File: config.mk
export PLATFORM = sky130hd
export DESIGN_NAME = avg_frame_collector_flat
export DESIGN_NICKNAME = d
export VERILOG_FILES = /design/src/rtl/avg_frame_collector_if.sv /design/src/rtl/avg_frame_collector.sv /design/src/flat_wrapper.sv
export SDC_FILE = /design/constraint.sdc
export NUM_CORES = 1
export LEC_CHECK = 0
export ABC_AREA = 1
export CAP_MARGIN = 25
export CORE_MARGIN = 3
export CORE_UTILIZATION = 47
export CTS_CLUSTER_DIAMETER = 100
export DETAILED_ROUTE_END_ITERATION = 8
export GPL_TIMING_DRIVEN = 0
export PLACE_DENSITY_LB_ADDON = 0.1
export SYNTH_ARGS = -nofsm -noshare
export SYNTH_HDL_FRONTEND = slang
export SYNTH_SLANG_ARGS = --single-unit
File: constraint.sdc
create_clock -name Clk -period 2 [get_ports Clk]
set_input_delay 0.2 -clock Clk [delete_from_list [all_inputs] [get_ports Clk]]
set_output_delay 0.2 -clock Clk [all_outputs]
set_load 0.02 [all_outputs]
File: src/rtl/avg_frame_collector_if.sv
// Stream-in / frame-out bundle of avg_frame_collector: sample handshake, eight held frame words,
// shift amount and frame counter. slave = collector side, master = producer/consumer side.
interface avg_frame_collector_if #(
    parameter int DATAWIDTH = 16,
    parameter int CNTWIDTH  = 16
);
    logic [DATAWIDTH-1:0] in_data;
    logic                 in_valid;
    logic                 in_ready;
    logic [DATAWIDTH-1:0] a, b, c, d, e, f, g, h;
    logic [7:0]           sa;
    logic                 out_valid;
    logic                 out_ready;
    logic [CNTWIDTH-1:0]  frame_count;

    modport slave (
        input  in_data, in_valid, out_ready,
        output in_ready, a, b, c, d, e, f, g, h, sa, out_valid, frame_count
    );

    modport master (
        output in_data, in_valid, out_ready,
        input  in_ready, a, b, c, d, e, f, g, h, sa, out_valid, frame_count
    );
endinterface

File: src/rtl/avg_frame_collector.sv
// Groups a serial sample stream into 8-word frames for the averaging stage.
// Define AFC_SLIDING_WINDOW_EN for sliding-window mode (one frame per sample); default is block mode.
module avg_frame_collector #(
    parameter int DATAWIDTH = 16,
    parameter int CNTWIDTH  = 16
) (
    input  logic                  Clk,
    input  logic                  Rst,
    avg_frame_collector_if.slave  bus
);
    localparam logic [3:0] FULL = 4'd8;

    logic [DATAWIDTH-1:0] coll   [8];
    logic [DATAWIDTH-1:0] window [8];
    logic [DATAWIDTH-1:0] obank  [8];
    logic [3:0]           cnt;
    logic [3:0]           cnt_next;
    logic                 out_valid_q;
    logic [CNTWIDTH-1:0]  fc;
    logic                 in_ready_w;
    logic                 accept;
    logic                 consume;
    logic                 load;

    assign accept  = bus.in_valid && in_ready_w;
    assign consume = out_valid_q && bus.out_ready;

`ifdef AFC_SLIDING_WINDOW_EN
    logic [3:0] cnt_sat;

    assign in_ready_w = !out_valid_q || bus.out_ready;
    assign cnt_sat    = (cnt == FULL) ? FULL : cnt + 4'd1;
    // A frame leaves on the very edge that completes (or slides) the window.
    assign load       = accept && (cnt_sat == FULL);
    assign cnt_next   = accept ? cnt_sat : cnt;

    always_comb begin
        for (int i = 0; i < 7; i++) window[i] = coll[i+1];
        window[7] = bus.in_data;
    end
`else
    assign in_ready_w = (cnt != FULL);
    assign load       = (cnt == FULL) && (!out_valid_q || bus.out_ready);
    assign cnt_next   = load ? 4'd0 : (accept ? cnt + 4'd1 : cnt);

    // NOTE: every element is assigned on every path, so no latch is inferred.
    always_comb begin
        for (int i = 0; i < 8; i++) window[i] = coll[i];
    end
`endif

    // NOTE: the collect bank has no reset; cnt gates every read, so stale words never reach a..h.
    always_ff @(posedge Clk) begin
        if (accept) begin
`ifdef AFC_SLIDING_WINDOW_EN
            coll <= window;
`else
            coll[cnt[2:0]] <= bus.in_data;
`endif
        end
    end

    // NOTE: state registers use non-blocking assignments so all of them update from pre-edge values.
    always_ff @(posedge Clk or negedge Rst) begin
        if (!Rst) begin
            cnt         <= 4'd0;
            out_valid_q <= 1'b0;
            fc          <= '0;
            for (int i = 0; i < 8; i++) obank[i] <= '0;
        end else begin
            cnt <= cnt_next;
            if (load) begin
                obank       <= window;
                out_valid_q <= 1'b1;
                fc          <= fc + CNTWIDTH'(1);
            end else if (consume) begin
                out_valid_q <= 1'b0;
            end
        end
    end

    assign bus.in_ready    = in_ready_w;
    assign bus.out_valid   = out_valid_q;
    assign bus.frame_count = fc;
    assign bus.sa          = 8'd1;
    assign bus.a = obank[0];
    assign bus.b = obank[1];
    assign bus.c = obank[2];
    assign bus.d = obank[3];
    assign bus.e = obank[4];
    assign bus.f = obank[5];
    assign bus.g = obank[6];
    assign bus.h = obank[7];
endmodule

File: src/flat_wrapper.sv
// flat-port wrapper written by rule: the top's interface ports become plain ports
module avg_frame_collector_flat 
#(
    parameter int DATAWIDTH = 16,
    parameter int CNTWIDTH  = 16
)
  (Clk, Rst, bus_in_data, bus_in_valid, bus_out_ready, bus_in_ready, bus_a, bus_b, bus_c, bus_d, bus_e, bus_f, bus_g, bus_h, bus_sa, bus_out_valid, bus_frame_count);
  avg_frame_collector_if #(.DATAWIDTH(DATAWIDTH), .CNTWIDTH(CNTWIDTH)) bus_i ();
  input  logic Clk;
  input  logic Rst;
  input wire logic [$bits(bus_i.in_data)-1:0] bus_in_data;
  input wire logic [$bits(bus_i.in_valid)-1:0] bus_in_valid;
  input wire logic [$bits(bus_i.out_ready)-1:0] bus_out_ready;
  output wire logic [$bits(bus_i.in_ready)-1:0] bus_in_ready;
  output wire logic [$bits(bus_i.a)-1:0] bus_a;
  output wire logic [$bits(bus_i.b)-1:0] bus_b;
  output wire logic [$bits(bus_i.c)-1:0] bus_c;
  output wire logic [$bits(bus_i.d)-1:0] bus_d;
  output wire logic [$bits(bus_i.e)-1:0] bus_e;
  output wire logic [$bits(bus_i.f)-1:0] bus_f;
  output wire logic [$bits(bus_i.g)-1:0] bus_g;
  output wire logic [$bits(bus_i.h)-1:0] bus_h;
  output wire logic [$bits(bus_i.sa)-1:0] bus_sa;
  output wire logic [$bits(bus_i.out_valid)-1:0] bus_out_valid;
  output wire logic [$bits(bus_i.frame_count)-1:0] bus_frame_count;
  assign bus_i.in_data = bus_in_data;
  assign bus_i.in_valid = bus_in_valid;
  assign bus_i.out_ready = bus_out_ready;
  assign bus_in_ready = bus_i.in_ready;
  assign bus_a = bus_i.a;
  assign bus_b = bus_i.b;
  assign bus_c = bus_i.c;
  assign bus_d = bus_i.d;
  assign bus_e = bus_i.e;
  assign bus_f = bus_i.f;
  assign bus_g = bus_i.g;
  assign bus_h = bus_i.h;
  assign bus_sa = bus_i.sa;
  assign bus_out_valid = bus_i.out_valid;
  assign bus_frame_count = bus_i.frame_count;
  avg_frame_collector #(.DATAWIDTH(DATAWIDTH), .CNTWIDTH(CNTWIDTH)) u_core (.Clk(Clk), .Rst(Rst), .bus(bus_i));
endmodule
==> summary.txt <==
GRT
  – First-pass GRT wire length: 36,200 um
  – Gr ovfl total: 0
  – Largest net degree at the start of global routing: 84
  – Initial antenna violation count: 0
  – Gr usage total: 21.0%
  – Vias in the first global route: 6,325

Critical path
  – Crit start category: register
  – FF-to-FF setup slack: -0.02 ns
  – Crit path capture: u_core.coll[2][1]
  – Crit Path Class: register to register
  – CP Depth: 8
  – Delay-heaviest family, CP: simple AND/OR/NAND/NOR gates
  – Setup crit start: u_core.cnt[1]
  – Req. time, crit path: 2.23 ns
  – Worst Path Buf+Inv: 3
  – Most frequent CP cell: inv_1
  – WP data arrival: 2.25 ns
  – Reg-to-Reg Start: u_core.cnt[1]
  – Critical R2R Capture: u_core.coll[2][1]
  – CP cell instances: inv_1 > ha_1 > nand3_2 > nand2_2 > nor2_1 > inv_1 > nor2_4 > buf_12
  – Critical path fanouts, max: 16
  – Worst reg2reg path depth: 8
  – Crit end category: register
  – CP max-delay cell: dfrtp_1
  – CP max stage delay: 0.41 ns

Clock network
  – Cts bufs inserted: 29
  – CTS tree: built
  – Skew-Pair Late Insertion Delay: 0.53 ns
  – H-tree Lvls: 1
  – Clock buffer depth: 3
  – Clock tree root driver cell: clkbuf_16
  – Reg clk slew, reported paths: 0.06 ns
  – Clock Sinks: 277

Floorplan
  – Top Ports: 174
  – Core area: 20,600 um2
  – Die area: 23,000 um2
  – Initial core utilization: 48.6%
  – # rows: 52
  – Die Ht: 152 um
  – Die Width: 152 um

Detailed routing
  – DR pass1 iterations: 4
  – Avg WL per Cell: 17.5 um
  – Via/cell ratio: 4.81
  – Post-Route WL: 23,700 um
  – Via Count: 6,508
  – Number of remaining DRC errors: 0
  – Post-DRT Antenna Nets: 0
  – Initial drt markers: 410

Synthesis
  – Post-synth EDFFs: 128
  – Area contributors post-synth: edfxtp_1 (39%), dfrtp_1 (37%), nand2_1 (17%)
  – Cell Area, Synth: 9980 um2
  – Synth area leader: edfxtp_1
  – Primary FF master, synth: dfrtp_1
  – #FFs+latches synth: 277
  – Synthesized area per cell: 11.8 um2
  – Synth unique cells: 23
  – Synth top area share: 38.5%
  – Synth warn: 0
  – Post-Syn Instances: 848
  – Register area share after synthesis: 75.9%
  – Async set-or-reset flop fraction in the synthesized netlist: 53.8%

Run status
  – Failing checks: setup timing
  – Status: finished with violations

Cells and area
  – Antenna fix cells: 0
  – Layout cells sized above 1: 9.59%
  – Fill cells: 1,634
  – FF/Latch Area: 7570 um2
  – Commonest cells after routing, fill and taps aside: nand2_1 (438), clkdlybuf4s50_1 (163), dfrtp_1 (149)
  – Fin area: 13,300 um2
  – Layout Utilization: 64.5%
  – P&R area growth vs syn: 32.9%
  – Area of the multi-input gates: 2100 um2
  – Commonest non-fill, non-tap cell in the layout: nand2_1
  – Fin nets: 1,086

Job
  – Max-cap viol count: 0

STA
  – Setup Viol. Count Final: 32
  – Clk_skew: 0.0144 ns
  – Slew @ Worst Pin: 0.658 ns
  – Fin. Hold Viols: 0
  – Slew headroom: 56.1%
  – Final min period: 2.02 ns
  – Peak Freq: 495 MHz
  – Fin. max-slew vios: 0
  – Final period util: 101%
  – Final worst slack: -0.0183 ns

Place
  – Post-DP HPWL: 15,000 um
  – DP Area: 12,100 um2
  – I/O Buffers: 165
  – Gpl congestion: 0.803

Power and ir drop
  – Leakage Power: 5.84 nW
  – Maximum VDD drop: 0.000919 V
  – Pwr/cell area: 1590 nW/um2

Min path
  – HP Class: input port to asynchronous set/reset pin
==> cells in the mapped netlist (3+ instances only) <==
| library cell | n |
|---|---|
| nand3_1 | 13 |
| clkbuf_1 | 6 |
| nand4_1 | 3 |
| ha_1 | 3 |
| buf_6 | 11 |
| buf_4 | 11 |
| xnor2_1 | 8 |
| dfrtp_1 | 149 |
| inv_1 | 27 |
| buf_2 | 9 |
| nand2_1 | 439 |
| edfxtp_1 | 128 |
| nor2_1 | 26 |
==> report_power, final <==
group	internal (mW)	leakage (nW)	total, mW	switching [mW]
registers	7.63	3.05	8.53	0.903
logic	3.07	2.30	7.03	3.96
clock network	3.48	0.491	5.57	2.09
total	14.2	5.84	21.1	6.95
==> metal layers <==
metal / vias to the layer above / GRT usage (%) / share of wire [%]
met5: - / 0 / 0
met4: 0 / 6.29 / 2.9
met3: 44 / 4.37 / 6.6
met2: 191 / 33.1 / 47
met1: 3156 / 29.8 / 44
li1: 3117 / - / -
==> worst min path at each step <==
stage / depth (start not counted) / to / from / slack [ns]
final: 2 / u_core.bus.frame_count[7] / Rst / 0.24
after CTS: 2 / u_core.bus.frame_count[7] / Rst / 0.26
after global routing: 2 / u_core.bus.frame_count[7] / Rst / 0.29
after floorplan: 0 / u_core.bus.a[0] / Rst / -0.1
after detailed placement: 1 / u_core.bus.frame_count[7] / Rst / 0.26
after global placement: 2 / u_core.bus.d[11] / u_core.coll[3][11] / 0.42
==> area by class of cell <==
| cell class | count | area share, % |
|---|---|---|
| Buffer | 37 | 2.08 |
| Clock buffer | 39 | 6.13 |
| Clock inverter | 13 | 1.45 |
| Inverter | 28 | 0.905 |
| Multi-Input combinational cell | 512 | 15.8 |
| Sequential cell | 277 | 57.1 |
| Tap cell | 270 | 2.55 |
| Timing Repair Buffer | 178 | 14.0 |
==> per-stage QoR <==
step                power (mW)  hold WS [ns]  setup TNS, ns  std cells  setup WS (ns)
CTS                       21.3         0.263              0       1352        0.00919
finish                    21.1         0.243         -0.221       1354        -0.0183
global route              22.3         0.293          -5.99       1354         -0.131
global placement          15.4         0.420        -884.83       1289          -5.67
detailed placement        15.5         0.258         -16.53       1292         -0.249
floorplan                 12.0       -0.0956          -7.26        854         -0.227
==> registers in the layout, summed over array words and instances (netlist names) <==
name,flops
u_core.coll,128
u_core.bus.a,16
u_core.bus.b,16
u_core.bus.c,16
u_core.bus.d,16
u_core.bus.e,16
u_core.bus.f,16
u_core.bus.frame_count,16
u_core.bus.g,16
u_core.bus.h,16
u_core.cnt,4
u_core.bus.out_valid,1
==> what timing repair did <==
action / 4_1_cts / 5_1_grt
gates resized for setup: 9 / 5
buffers inserted: 7 / 2
endpoints found under the setup margin: 114 / 146
hold buffers: 1 / 0
hold endpoints to repair: 66 / 0
pin swaps: 2 / 1
==> cell families after synthesis <==
kind of cell | count (synthesis) | synth area share (%)
AOI/OAI and AO/OA | 2 | 0.100
DFF | 277 | 75.9
xor gates and xnor gates | 10 | 0.877
other | 2 | 0.0752
adders and majority gates | 3 | 0.376
and+or+nand+nor | 489 | 18.9
buffers and inverters | 65 | 3.80
(Power assumes the default switching activity.)
